--- src/rtl/uart_tx_port.sv ---
// uart_tx_port: memory-mapped UART transmitter (FIFO + 8N1 serialiser + status + drain IRQ).
// Define UART_TX_PARITY_EN to insert an even-parity bit between the data bits and the stop bit.
module uart_tx_port #(
  parameter int unsigned CLK_HZ  = 50_000_000,
  parameter int unsigned BAUD    = 115_200,
  parameter int unsigned DEPTH   = 8,
  parameter logic [7:0]  DATA_ID = 8'h40,
  parameter logic [7:0]  STAT_ID = 8'h41,
  parameter logic [7:0]  CTRL_ID = 8'h42
) (
  input  logic       CLK,
  input  logic       RESET_N,
  input  logic [7:0] PORT_ID,
  input  logic [7:0] OUT_PORT,
  input  logic       IO_STRB,
  output logic [7:0] RD_DATA,
  output logic       RD_HIT,
  output logic       TX,
  output logic       IRQ
);

  localparam int unsigned DIV    = CLK_HZ / BAUD;
  localparam int unsigned BAUD_W = $clog2(DIV);
  localparam int unsigned PTR_W  = $clog2(DEPTH);
  localparam int unsigned CNT_W  = PTR_W + 1;

`ifdef UART_TX_PARITY_EN
  localparam logic PAR_EN = 1'b1;
`else
  localparam logic PAR_EN = 1'b0;
`endif

  typedef enum logic [2:0] {
    S_IDLE   = 3'd0,
    S_START  = 3'd1,
    S_DATA   = 3'd2,
    S_PARITY = 3'd3,
    S_STOP   = 3'd4
  } state_e;

  function automatic logic even_parity(input logic [7:0] data);
    even_parity = ^data;
  endfunction

  state_e            state_q, state_d;
  logic [BAUD_W-1:0] baud_q, baud_d;
  logic [2:0]        bit_idx_q, bit_idx_d;
  logic [7:0]        shift_q, shift_d;
  logic              parity_q, parity_d;
  logic              tx_q, tx_d;
  logic              irq_q, irq_d;
  logic              irq_en_q, irq_en_d;
  logic              ovf_q, ovf_d;
  logic [PTR_W-1:0]  wr_ptr_q, wr_ptr_d;
  logic [PTR_W-1:0]  rd_ptr_q, rd_ptr_d;
  logic [CNT_W-1:0]  count_q, count_d;
  logic [7:0]        mem_q [DEPTH];

  logic data_wr_s, ctrl_wr_s, empty_s, full_s, pop_s, push_s, tick_s, busy_s;

  assign data_wr_s = IO_STRB && (PORT_ID == DATA_ID);
  assign ctrl_wr_s = IO_STRB && (PORT_ID == CTRL_ID);
  assign empty_s   = (count_q == CNT_W'(0));
  assign full_s    = (count_q == CNT_W'(DEPTH));
  assign busy_s    = (state_q != S_IDLE);
  assign tick_s    = busy_s && (baud_q == BAUD_W'(DIV - 1));
  // The shifter only reloads from IDLE, so in-frame writes can never disturb TX.
  assign pop_s     = (state_q == S_IDLE) && !empty_s;
  // A full FIFO still accepts a byte when the head is being popped in the same cycle.
  assign push_s    = data_wr_s && (!full_s || pop_s);

  assign RD_HIT  = (PORT_ID == STAT_ID);
  assign RD_DATA = {2'b00, PAR_EN, ovf_q, irq_en_q, busy_s, full_s, empty_s};
  assign TX      = tx_q;
  assign IRQ     = irq_q;

  // FSM state register
  always_ff @(posedge CLK or negedge RESET_N) begin
    if (!RESET_N) begin
      state_q <= S_IDLE;
    end else begin
      state_q <= state_d;
    end
  end

  // FSM next-state logic
  always_comb begin
    state_d = state_q;
    case (state_q)
      S_IDLE: begin
        if (!empty_s) state_d = S_START;
        else          state_d = S_IDLE;
      end
      S_START: begin
        if (tick_s) state_d = S_DATA;
        else        state_d = S_START;
      end
      S_DATA: begin
        if (tick_s && (bit_idx_q == 3'd7)) state_d = PAR_EN ? S_PARITY : S_STOP;
        else                               state_d = S_DATA;
      end
      S_PARITY: begin
        if (tick_s) state_d = S_STOP;
        else        state_d = S_PARITY;
      end
      S_STOP: begin
        if (tick_s) state_d = S_IDLE;
        else        state_d = S_STOP;
      end
      default: state_d = S_IDLE;
    endcase
  end

  // Datapath next-state: baud/bit counters, shifter, FIFO pointers and control bits
  always_comb begin
    baud_d    = baud_q;
    bit_idx_d = bit_idx_q;
    shift_d   = shift_q;
    parity_d  = parity_q;
    wr_ptr_d  = wr_ptr_q;
    rd_ptr_d  = rd_ptr_q;
    count_d   = count_q;
    irq_en_d  = irq_en_q;
    ovf_d     = ovf_q;

    if (!busy_s || tick_s) baud_d = BAUD_W'(0);
    else                   baud_d = baud_q + BAUD_W'(1);

    if (state_q == S_START)                bit_idx_d = 3'd0;
    else if ((state_q == S_DATA) && tick_s) bit_idx_d = bit_idx_q + 3'd1;
    else                                    bit_idx_d = bit_idx_q;

    if (pop_s) begin
      shift_d  = mem_q[rd_ptr_q];
      parity_d = even_parity(mem_q[rd_ptr_q]);
    end else if ((state_q == S_DATA) && tick_s) begin
      shift_d  = {1'b0, shift_q[7:1]};
    end else begin
      shift_d  = shift_q;
    end

    if (push_s) wr_ptr_d = wr_ptr_q + PTR_W'(1);
    else        wr_ptr_d = wr_ptr_q;
    if (pop_s)  rd_ptr_d = rd_ptr_q + PTR_W'(1);
    else        rd_ptr_d = rd_ptr_q;

    case ({push_s, pop_s})
      2'b10:   count_d = count_q + CNT_W'(1);
      2'b01:   count_d = count_q - CNT_W'(1);
      default: count_d = count_q;
    endcase

    if (ctrl_wr_s) irq_en_d = OUT_PORT[0];
    else           irq_en_d = irq_en_q;

    if (data_wr_s && full_s && !pop_s) ovf_d = 1'b1;
    else if (ctrl_wr_s && OUT_PORT[1]) ovf_d = 1'b0;
    else                               ovf_d = ovf_q;
  end

  // FSM output logic, registered so TX and IRQ are glitch-free
  always_comb begin
    tx_d = 1'b1;
    case (state_d)
      S_START:        tx_d = 1'b0;
      S_DATA:         tx_d = shift_d[0];
      S_PARITY:       tx_d = parity_d;
      S_IDLE, S_STOP: tx_d = 1'b1;
      default:        tx_d = 1'b1;
    endcase
    irq_d = (state_q == S_STOP) && tick_s && empty_s && irq_en_q && !data_wr_s;
  end

  // Datapath and output registers
  always_ff @(posedge CLK or negedge RESET_N) begin
    if (!RESET_N) begin
      baud_q    <= BAUD_W'(0);
      bit_idx_q <= 3'd0;
      shift_q   <= 8'h00;
      parity_q  <= 1'b0;
      wr_ptr_q  <= PTR_W'(0);
      rd_ptr_q  <= PTR_W'(0);
      count_q   <= CNT_W'(0);
      irq_en_q  <= 1'b0;
      ovf_q     <= 1'b0;
      tx_q      <= 1'b1;
      irq_q     <= 1'b0;
    end else begin
      baud_q    <= baud_d;
      bit_idx_q <= bit_idx_d;
      shift_q   <= shift_d;
      parity_q  <= parity_d;
      wr_ptr_q  <= wr_ptr_d;
      rd_ptr_q  <= rd_ptr_d;
      count_q   <= count_d;
      irq_en_q  <= irq_en_d;
      ovf_q     <= ovf_d;
      tx_q      <= tx_d;
      irq_q     <= irq_d;
    end
  end

  // FIFO storage; contents are qualified by the pointers, so no reset is needed
  always_ff @(posedge CLK) begin
    if (push_s) mem_q[wr_ptr_q] <= OUT_PORT;
  end

endmodule

--- config.mk ---
export PLATFORM = sky130hd
export DESIGN_NAME = uart_tx_port
export DESIGN_NICKNAME = d
export VERILOG_FILES = /design/src/rtl/uart_tx_port.sv
export SDC_FILE = /design/constraint.sdc
export NUM_CORES = 1
export LEC_CHECK = 0
export CAP_MARGIN = 30
export CORE_AREA = 2 2 93 104
export DETAILED_ROUTE_END_ITERATION = 8
export DIE_AREA = 0 0 95 106
export GPL_TIMING_DRIVEN = 0
export PLACE_DENSITY = 0.75
export SLEW_MARGIN = 5
export SYNTH_ARGS = -nofsm -noshare
export SYNTH_HDL_FRONTEND = slang
export SYNTH_SLANG_ARGS = --single-unit
export TNS_END_PERCENT = 50
--- constraint.sdc ---
create_clock -name CLK -period 5.7 [get_ports CLK]
set_input_delay 0.855 -clock CLK [delete_from_list [all_inputs] [get_ports CLK]]
set_output_delay 0.855 -clock CLK [all_outputs]
set_load 0.05 [all_outputs]
-- Yosys cells after proc, flatten, opt, wreduce, memory -nomap -nowiden
Memory sizes are Yosys's and may differ from the RTL's.
Cells that the tools add are included.
- register bits after elaboration: 38
- bits in latches: 0
- bits in writable memories: 64
- memory bits (read-only): 0
- bits of input ports: 19
- output and inout bits: 11
- memories: 1
- memory list (memory ; words ; width ; rd ports ; clocked after Yosys merged registers in ; write ports ; RTL line ; source):
    mem_q ; 8 ; 8 ; 1 ; 0 ; 1 ; 57 ; logic [7:0] mem_q [DEPTH];
- add/subtract/negate cells: 6
- multipliers: 0
- div/mod/pow operators: 0
- magnitude comparators: 0
- eq/ne operators: 15
- shifts and indexed selects: 0
- multiplexer cells: 18
- bitwise logic cells: 0
- reduce and logical (&&, ||, !) cells: 29
- operators by type and width (operator ; count):
    $eq 8x7->1 const B ; 3
    $mux 8 ; 2
    $mux 3 ; 5
    $pmux 3 s5 ; 1
    $logic_and 1x1->1 ; 14
    $eq 3x2->1 const B ; 4
    $add 3x1->3 const B ; 3
    $add 9x1->9 const B ; 1
    $eq 9x9->1 const B ; 1
    $mux 9 ; 1
    $pmux 4 s2 ; 1
    $reduce_bool 2->1 ; 4
    $reduce_xor 8->1 ; 1
    $eq 3x1->1 const B ; 2
    $eq 3x3->1 const B ; 2
    $mux 1 ; 6
    $logic_not 1->1 ; 5
    $add 4x1->4 const B ; 1
    $eq 4x4->1 const B ; 1
    $logic_not 4->1 ; 1
    $sub 4x1->4 const B ; 1
    $logic_not 3->1 ; 1
    $pmux 1 s3 ; 1
    $reduce_bool 3->1 ; 1
    other kinds (4) ; 5

-- Longest topological paths before layout
Gate-level depths: netlist of run 1.
- depth in word-level cells: 7
- depth in mapped cells: 12
- mapped depth without buffers: 10

-- Least setup slack after synthesis of run 1
No wires, ideal clock.
- kind: input to register
- from: input PORT_ID[5]
- to: memory mem_q[0][0] (enable)
- arrival time: 2.639 ns
- data required time: 5.317 ns
- slack: 2.678 ns
- cell stages on the path: 4
- buffers on the path: 0
- cell sequence: nor4b_1 > nand3b_1 > or3_1 > nor3_1
- cells in the longest elaborated chain, start to end: 5
- ends and longest elaborated chain (element ; RTL line ; source):
    start, declared ; 13 ; input logic [7:0] PORT_ID,
    $eq 8x7->1 ; 61 ; assign data_wr_s = IO_STRB && (PORT_ID == DATA_ID);
    $logic_and 1x1->1 ; 61 ;
    $logic_and 1x1->1 ; 70 ; assign push_s = data_wr_s && (!full_s || pop_s);
    $mux 1 ; 205 ; if (push_s) mem_q[wr_ptr_q] <= OUT_PORT;
    $mux 1 (not written as such) ; 205 ;
    end, declared ; 57 ;
Every way passes these cells.

-- Final worst setup path of run 1
- from: input PORT_ID[5]
- to: output RD_HIT
- cells in the longest elaborated chain, start to end: 1
- ends and longest elaborated chain (element ; RTL line ; source):
    $eq 8x7->1 ; 72 ; assign RD_HIT = (PORT_ID == STAT_ID);
    end, declared ; 17 ; output logic RD_HIT,
Every way passes these cells.

==> results.sh, run 1 <==
export IMPL_core_area_sq_mm=0.00912
export IMPL_path_class="in2out"
export IMPL_reg2regPathDepth=10
export IMPL_grt_pass1_vias=2582
export IMPL_grt_setup_unrepaired="no"
export IMPL_final_net_count=363
export IMPL_muxShareOfSynthArea=0.110
export IMPL_synthFlopType="edfxtp_1"
export IMPL_first_iter_violations=121
export IMPL_place_gp_congestion=0.751
export IMPL_seq_area_frac_synth=0.651
export IMPL_p_per_area_mw_per_mm2=249
export IMPL_fin_crit_sh=0.678
export IMPL_worstReg2RegStart="count_q[1]"
export IMPL_syn_instance_count=296
export IMPL_clk_pin_slew_worst_paths_ns=0.10
export IMPL_netlist_area_leader_share=0.436
export IMPL_ctsLongestPathBuffers=2
export IMPL_grt_antenna_before_repair=0
export IMPL_yosysMostFrequentCell="edfxtp_1"
export IMPL_syn_avg_cell_area_sq_um=14.9
export IMPL_finalCriticalPeriod_ns=3.86
export IMPL_ios=30
export IMPL_area_delta_synth_final_pct=13.6
export IMPL_synth_area_sq_mm=0.00441
export IMPL_yosysTopAreaCell="edfxtp_1"
export IMPL_status="complete, no violations"
export IMPL_cp_start_kind="input pin"
export IMPL_htreeDepth=3
export IMPL_synth_top_family_by_area="multiplexers"
export IMPL_synth_seq_cells=102
export IMPL_setup_viol_count_final=0
export IMPL_cts_buffers=9
export IMPL_dp_hpwl_microns=5260
export IMPL_clock_sinks=102
export IMPL_cp_data_arrival_time_ns=3.01
export IMPL_synth_edf_count=64
export IMPL_port_buffer_count=26
export IMPL_cts_root_buf="clkbuf_8"
export IMPL_start_util=0.484
export IMPL_insertion_delay_ns=0.36
export IMPL_synthAdderAreaFrac=0.0272
export IMPL_wl_microns=7500
export IMPL_maxCapViolations=0
export IMPL_post_cts_setup_buffers=0
export IMPL_vias=2472
export IMPL_ir_drop_v=0.000197
export IMPL_setup_worst_path_end="RD_HIT"
export IMPL_wl_per_cell_microns=16.4
export IMPL_yosys_warnings=0
export IMPL_cts_tree="done"
export IMPL_leakagePower_nw=1.84
export IMPL_cp_end_kind="output port"
export IMPL_drive_gt1_frac=0.168
export IMPL_synth_cell_types=49
export IMPL_hold_slack_ns=0.501
export IMPL_std_cell_rows=37
export IMPL_synth_compound_area_share=0.0445
export IMPL_drc=0
export IMPL_diodes=0
export IMPL_synth_area_leaders="edfxtp_1 (44%), dfrtp_1 (21%), mux4_2 (8.2%)"
export IMPL_hp_class="reg2reg"
export IMPL_die_y_microns=106
export IMPL_cts_resized=0
export IMPL_fmax_mhz=259
export IMPL_dieWidth_microns=95
export IMPL_worst_pin_slew_ns=0.852
export IMPL_worst_slack_ns=1.84
export IMPL_grt_pass1_wl_microns=12500
export IMPL_cts_hold_buf=0
export IMPL_yosys_top_cells_count="edfxtp_1 (64), dfrtp_1 (37), nand2_1 (23)"
export IMPL_cp_required_ns=4.85
export IMPL_final_max_slew_viol_count=0
export IMPL_synthSimpleGateAreaFrac=0.0978
export IMPL_synth_xor_area_share=0.0397
export IMPL_regToRegEndpoint="count_q[3]"
export IMPL_viasPerCell=5.41
export IMPL_ant_nets=0
export IMPL_finalHoldViolCount=0
export IMPL_fin_skew_ns=0.0110
export IMPL_grt_overflow_total=0
export IMPL_critPathMaxFanout=5
export IMPL_dr_pass1_iters=4
export IMPL_pre_cts_ws_ns=1.84
export IMPL_startpoint="PORT_ID[5]"
export IMPL_synthArstFlopShare=0.373
export IMPL_dieArea_sq_mm=0.0101
export IMPL_rrSetupSlack_ns=2.85
export IMPL_relSlewSlack=0.430
export IMPL_finalSetupTns_ns=0
export IMPL_grt_max_degree=39
export IMPL_grtUsageTotal=0.165
how the worst min path moves through the flow:
stage	start	to	slack (ns)	depth (start not counted)
after detailed placement	count_q[3]	count_q[3]	0.49	1
after floorplan	parity_q	parity_q	0.45	2
final	baud_q[0]	baud_q[0]	0.50	1
after global routing	baud_q[0]	baud_q[0]	0.53	1
after global placement	parity_q	parity_q	0.47	2
after CTS	baud_q[0]	baud_q[0]	0.50	1
logic make-up (layout without fill, tap and decap cells):
kind of cell / after synthesis / after routing
buffers and inverters: 22 / 64
XOR/XNOR: 20 / 20
multiplexers: 28 / 28
flip-flops: 102 / 102
other: 1 / 3
adder cells (fa/ha/maj): 9 / 9
AO/OA/AOI/OAI: 32 / 32
AND/OR/NAND/NOR: 82 / 82
stage by stage:
step,total power [mW],instance area [sq um],std cells,utilization
floorplan,0.819,4420,298,-
global placement,0.843,4830,441,0.529
finish,1.25,5010,457,0.550
detailed placement,0.844,4830,441,0.530
global route,1.30,5010,457,0.550
CTS,1.26,5010,457,0.550
placed cells by master (no fill, tap or decap), types with 6 or more instances in the layout:
master and n:
edfxtp_1 64, dfrtp_1 37, clkdlybuf4s50_1 25, nand2_1 23
nor2_1 22, xnor2_1 16, mux4_2 16, o21ai_0 11
buf_4 9, mux2i_1 9, clkbuf_8 9, ha_1 8
nand3_1 7, a21oi_1 7, inv_1 6
registers in the layout (all words and copies together) (netlist names):
register,cells
parity_q,1
IRQ,1
wr_ptr_q,3
count_q,4
ovf_q,1
TX,1
bit_idx_q,3
mem_q,64
shift_q,8
baud_q,9
rd_ptr_q,3
irq_en_q,1
state_q,3
final cells by class:
class | count | area, sq um
fillers | 717 | 4110
flip-flops and latches | 102 | 2870
multi-input cells | 174 | 1430
repair buffers | 26 | 255
well taps | 117 | 146
clock buffers | 9 | 124
plain buffers | 16 | 104
clock inverters | 7 | 58.8
inverters | 6 | 22.5
worst max-delay path: stages:
cell and delay [ns]:
clkdlybuf4s50_1 0.41, nor4b_1 0.66, and4b_1 0.28, clkdlybuf4s50_1 0.80
power breakdown:
group	leakage (nW)	internal (mW)	total (mW)	switching [mW]
sequential	1.06	0.788	0.790	0.00180
combinational	0.692	0.0164	0.0377	0.0213
clock	0.0933	0.165	0.422	0.256
metal layers:
metal  GRT usage  vias to the layer above  wire (microns)
met5           0                        -               0
met4      0.0631                        0             134
met3      0.0383                       12             219
met2       0.277                       35            3970
met1       0.207                     1256            3170
li1            -                     1169               -
(Power assumes the default switching activity.)
==> inputs of run 2 (changes only) <==
Settings changed: PLACE_DENSITY 0.75 to 0.78.
Clock period 5.7 ns to 3.5 ns, I/O delays scaled along.
==> run 2 against run 1 <==
Non-clock buffer count is the same. First-iteration DRC count decreased by 7.4%. Largest cell class unchanged. Combinational power is 63% higher. Setup slack got worse by 1.5 ns. Critical path depth unchanged. Sequential share of layout area unchanged. Via count increased by 0.20%. Die area is the same. Routed wire length rose by 4.6%. Core utilization unchanged. Sequential cell count unchanged. Total power up 63%.
==> results.sh, run 2 (same netlist as run 1, synthesis figures left out) <==
export IMPL_status="complete, no violations"
export IMPL_htreeDepth=3
export IMPL_grt_pass1_vias=2612
export IMPL_final_max_slew_viol_count=0
export IMPL_post_cts_setup_buffers=0
export IMPL_drc=0
export IMPL_maxCapViolations=0
export IMPL_finalHoldViolCount=0
export IMPL_insertion_delay_ns=0.37
export IMPL_p_per_area_mw_per_mm2=407
export IMPL_core_area_sq_mm=0.00912
export IMPL_relSlewSlack=0.359
export IMPL_layout_commonest_cell="edfxtp_1"
export IMPL_first_iter_violations=112
export IMPL_cts_resized=0
export IMPL_dieArea_sq_mm=0.0101
export IMPL_grt_overflow_total=0
export IMPL_fill_cells=713
export IMPL_clk_pin_slew_worst_paths_ns=0.10
export IMPL_fin_crit_sh=0.912
export IMPL_largest_reg_flops=64
export IMPL_worst_pin_slew_ns=0.958
export IMPL_start_util=0.484
export IMPL_ctsLongestPathBuffers=2
export IMPL_cts_root_buf="clkbuf_8"
export IMPL_fin_util=0.550
export IMPL_wl_microns=7840
export IMPL_cp_start_kind="input pin"
export IMPL_final_cell_area_sq_mm=0.00501
export IMPL_critPathMaxFanout=5
export IMPL_vias=2477
export IMPL_diodes=0
export IMPL_ios=30
export IMPL_grt_pass1_wl_microns=12700
export IMPL_die_y_microns=106
export IMPL_viasPerCell=5.42
export IMPL_dieWidth_microns=95
export IMPL_dp_hpwl_microns=5440
export IMPL_hp_class="in2async"
export IMPL_place_gp_congestion=0.856
export IMPL_cts_hold_buf=0
export IMPL_dr_pass1_iters=4
export IMPL_cts_buffers=9
export IMPL_wl_per_cell_microns=17.2
export IMPL_rrSetupSlack_ns=0.53
export IMPL_reg_top3="mem_q: 64 flops, baud_q: 9 flops, shift_q: 8 flops"
export IMPL_cp_data_arrival_time_ns=2.67
export IMPL_std_cell_rows=37
export IMPL_ant_nets=0
export IMPL_seqCellArea_sq_mm=0.00287
export IMPL_setup_viol_count_final=0
export IMPL_area_delta_synth_final_pct=13.6
export IMPL_final_net_count=363
export IMPL_fmax_mhz=313
export IMPL_regMostFlops="mem_q"
export IMPL_path_class="in2out"
export IMPL_cts_tree="done"
export IMPL_finalCriticalPeriod_ns=3.19
export IMPL_cp_end_kind="output port"
export IMPL_drive_gt1_frac=0.171
export IMPL_fin_skew_ns=0.0110
export IMPL_cp_required_ns=2.97
export IMPL_grt_antenna_before_repair=0
export IMPL_multi_input_area_sq_mm=0.00143
export IMPL_placed_area_sq_mm=0.00483
export IMPL_grt_max_degree=39
export IMPL_leakagePower_nw=1.84
export IMPL_layout_common_cells="edfxtp_1 (64), dfrtp_1 (37), clkdlybuf4s50_1 (25)"
export IMPL_ir_drop_v=0.000285
export IMPL_grtUsageTotal=0.168
export IMPL_grt_setup_unrepaired="no"
export IMPL_clock_sinks=102
export IMPL_port_buffer_count=26
run 2: changes by cell type in the layout (fill, tap and decap cells not counted):
| cell | before | now |
|---|---|---|
| clkinv_4 | 4 | 3 |
| clkinv_2 | 0 | 1 |
| clkinv_1 | 1 | 0 |
| clkinvlp_4 | 0 | 1 |
run 2: path summary, 6_finish.rpt:
kind,cells past startpoint,start,endpoint
setup / recovery,4,PORT_ID[5],RD_HIT
hold / removal,1,RESET_N,baud_q[8]
setup reg to reg,10,count_q[1],count_q[3]
hold reg to reg,1,baud_q[0],baud_q[0]
max in group asynchronous,1,RESET_N,baud_q[0]
min in group CLK,1,baud_q[0],baud_q[0]
run 2: power by group:
group | internal (mW) | switching, mW | leakage, nW
Clock | 0.269 | 0.422 | 0.0917
Combinational | 0.0267 | 0.0347 | 0.692
Sequential | 1.28 | 0.00311 | 1.06
run 2: worst max-delay path: stages:
cell and delay, ns:
clkdlybuf4s50_1 0.41, nor4b_1 0.64, and4b_1 0.29, clkdlybuf4s50_1 0.80
run 2: final cells by class:
type,count,area share
Timing Repair Buffer,26,0.0509
Multi-Input combinational cell,174,0.285
Inverter,6,0.00449
Tap cell,117,0.0292
Buffer,16,0.0207
Clock inverter,7,0.0117
Sequential cell,102,0.573
Clock buffer,9,0.0247
run 2: stage by stage:
step / worst slack [ns] / cells / TNS, ns / power (mW) / hold WS (ns)
2_1_floorplan: 0.808 / 298 / 0 / 1.33 / 0.229
3_3_place_gp: -0.277 / 441 / -4.10 / 1.37 / 0.466
3_5_place_dp: 0.0127 / 441 / 0 / 1.38 / 0.474
4_1_cts: 0.315 / 457 / 0 / 2.05 / 0.275
5_1_grt: 0.158 / 457 / 0 / 2.10 / 0.317
6_report: 0.310 / 457 / 0 / 2.04 / 0.247
run 2: layer usage:
metal  GRT usage  up-vias  share of wire
met4      0.0518        0          0.014
met1       0.216     1254           0.43
li1            -     1172              -
met2       0.289       39           0.52
met5           0        -              0
met3      0.0326       12          0.029
==> inputs of run 3 (changes only) <==
Settings changed: CORE_AREA 2 2 93 104 to 2 2 103 95, DIE_AREA 0 0 95 106 to 0 0 105 97, PLACE_DENSITY 0.78 to 0.77.
==> run 3 against run 2 <==
Die area up 1.1%. Combinational power barely moved. Critical endpoint unchanged. Non-clock buffer count is the same. Register-to-register slack improved by 0.10 ns. Sequential share of layout area about the same. Clock skew up 0.00090 ns. Highest routed layer unchanged. Critical path depth did not move.
==> results.sh, run 3 (same netlist as run 1, synthesis figures left out) <==
export IMPL_worst_pin_slew_ns=0.969
export IMPL_drive_gt1_frac=0.165
export IMPL_maxCapViolations=0
export IMPL_cts_resized=0
export IMPL_ctsLongestPathBuffers=2
export IMPL_seqCellArea_sq_mm=0.00287
export IMPL_reg2regPathDepth=10
export IMPL_critPathMaxStageDelay_ns=0.81
export IMPL_finalHoldViolCount=0
export IMPL_dieWidth_microns=105
export IMPL_regMostFlops="mem_q"
export IMPL_path_class="in2out"
export IMPL_grt_antenna_before_repair=0
export IMPL_std_cell_rows=33
export IMPL_cts_hold_buf=0
export IMPL_cts_buffers=9
export IMPL_relSlewSlack=0.352
export IMPL_dr_pass1_iters=4
export IMPL_cp_end_kind="output port"
export IMPL_ant_nets=0
export IMPL_wl_microns=7820
export IMPL_critPathMaxFanout=5
export IMPL_htreeDepth=3
export IMPL_final_net_count=363
export IMPL_fill_cells=752
export IMPL_area_delta_synth_final_pct=13.6
export IMPL_final_max_slew_viol_count=0
export IMPL_status="complete, no violations"
export IMPL_cts_tree="done"
export IMPL_viasPerCell=5.40
export IMPL_critPathMostFrequentCell="clkdlybuf4s50_1"
export IMPL_grt_pass1_wl_microns=13000
export IMPL_start_util=0.490
export IMPL_dp_cells=446
export IMPL_multi_input_area_sq_mm=0.00143
export IMPL_die_y_microns=97
export IMPL_ios=30
export IMPL_dp_hpwl_microns=5280
export IMPL_dieArea_sq_mm=0.0102
export IMPL_core_area_sq_mm=0.00900
export IMPL_first_iter_violations=202
export IMPL_hp_class="in2async"
export IMPL_cp_start_kind="input pin"
export IMPL_grtUsageTotal=0.169
export IMPL_finalCriticalPeriod_ns=3.20
export IMPL_worstPathCellList="clkdlybuf4s50_1 > nor4b_1 > and4b_1 > clkdlybuf4s50_1"
export IMPL_fmax_mhz=312
export IMPL_vias=2493
export IMPL_ir_drop_v=0.000332
export IMPL_post_cts_setup_buffers=0
export IMPL_leakagePower_nw=1.83
export IMPL_fin_skew_ns=0.0119
export IMPL_insertion_delay_ns=0.37
export IMPL_layout_common_cells="edfxtp_1 (64), dfrtp_1 (37), clkdlybuf4s50_1 (25)"
export IMPL_finalSetupTns_ns=0
export IMPL_drc=0
export IMPL_clk_pin_slew_worst_paths_ns=0.10
export IMPL_stdcell_count=462
export IMPL_p_per_area_mw_per_mm2=403
export IMPL_fin_crit_sh=0.915
export IMPL_cp_data_arrival_time_ns=2.68
export IMPL_cts_root_buf="clkbuf_8"
export IMPL_place_gp_congestion=0.820
export IMPL_reg_top3="mem_q: 64 flops, baud_q: 9 flops, shift_q: 8 flops"
export IMPL_cp_slowest_cell="clkdlybuf4s50_1"
export IMPL_rrSetupSlack_ns=0.63
export IMPL_layout_commonest_cell="edfxtp_1"
export IMPL_grt_max_degree=39
export IMPL_grt_overflow_total=0
export IMPL_clock_sinks=102
export IMPL_grt_pass1_vias=2557
export IMPL_wl_per_cell_microns=16.9
export IMPL_diodes=0
export IMPL_port_buffer_count=26
export IMPL_largest_reg_flops=64
export IMPL_grt_setup_unrepaired="no"
export IMPL_setup_viol_count_final=0
export IMPL_cp_required_ns=2.97
-- run 3: cell count changes in the layout (fill, tap and decap cells not counted) --
cell        before  now
clkbuf_1         2    4
clkinv_4         3    1
clkinv_2         1    0
clkinvlp_4       1    2
inv_6            1    2
inv_8            1    0
-- run 3: worst paths after layout --
check	endpoint	from
max reg2reg	count_q[3]	count_q[1]
min	count_q[1]	RESET_N
max	RD_HIT	PORT_ID[5]
min in group CLK	parity_q	parity_q
min reg2reg	parity_q	parity_q
max in group asynchronous	bit_idx_q[2]	RESET_N
-- run 3: per-stage QoR --
stage,utilization,hold slack [ns],worst slack (ns),power [mW],area (sq um)
2_1_floorplan,-,0.229,0.808,1.33,4420
3_3_place_gp,0.537,0.464,-0.312,1.37,4830
3_5_place_dp,0.537,0.470,-0.00434,1.38,4840
4_1_cts,0.557,0.269,0.294,2.04,5010
5_1_grt,0.557,0.305,0.0597,2.09,5010
6_report,0.557,0.245,0.298,2.02,5010
-- run 3: per-layer routing --
metal,share of wire,up-vias,track usage
met4,0.014,0,0.0605
li1,-,1173,-
met1,0.44,1262,0.217
met5,0,-,0
met3,0.040,9,0.0485
met2,0.50,49,0.274
-- run 3: final cells by class --
cell class | instances | share of cell area
flip-flops and latches | 102 | 0.574
clock inverters | 5 | 0.00824
well taps | 122 | 0.0305
inverters | 6 | 0.00450
clock buffers | 11 | 0.0262
plain buffers | 16 | 0.0207
repair buffers | 26 | 0.0509
multi-input cells | 174 | 0.285
-- run 3: worst max-delay path, delay by kind of cell --
kind	cells	cell delay, ns
buffers and inverters	2	1.21
and+or+nand+nor	2	0.94
-- run 3: report_power, final --
group	internal (mW)	total, mW	switching, mW	leakage [nW]
Sequential	1.28	1.29	0.00293	1.06
Combinational	0.0267	0.0612	0.0345	0.692
Clock	0.265	0.671	0.405	0.0805
Total	1.58	2.02	0.443	1.83
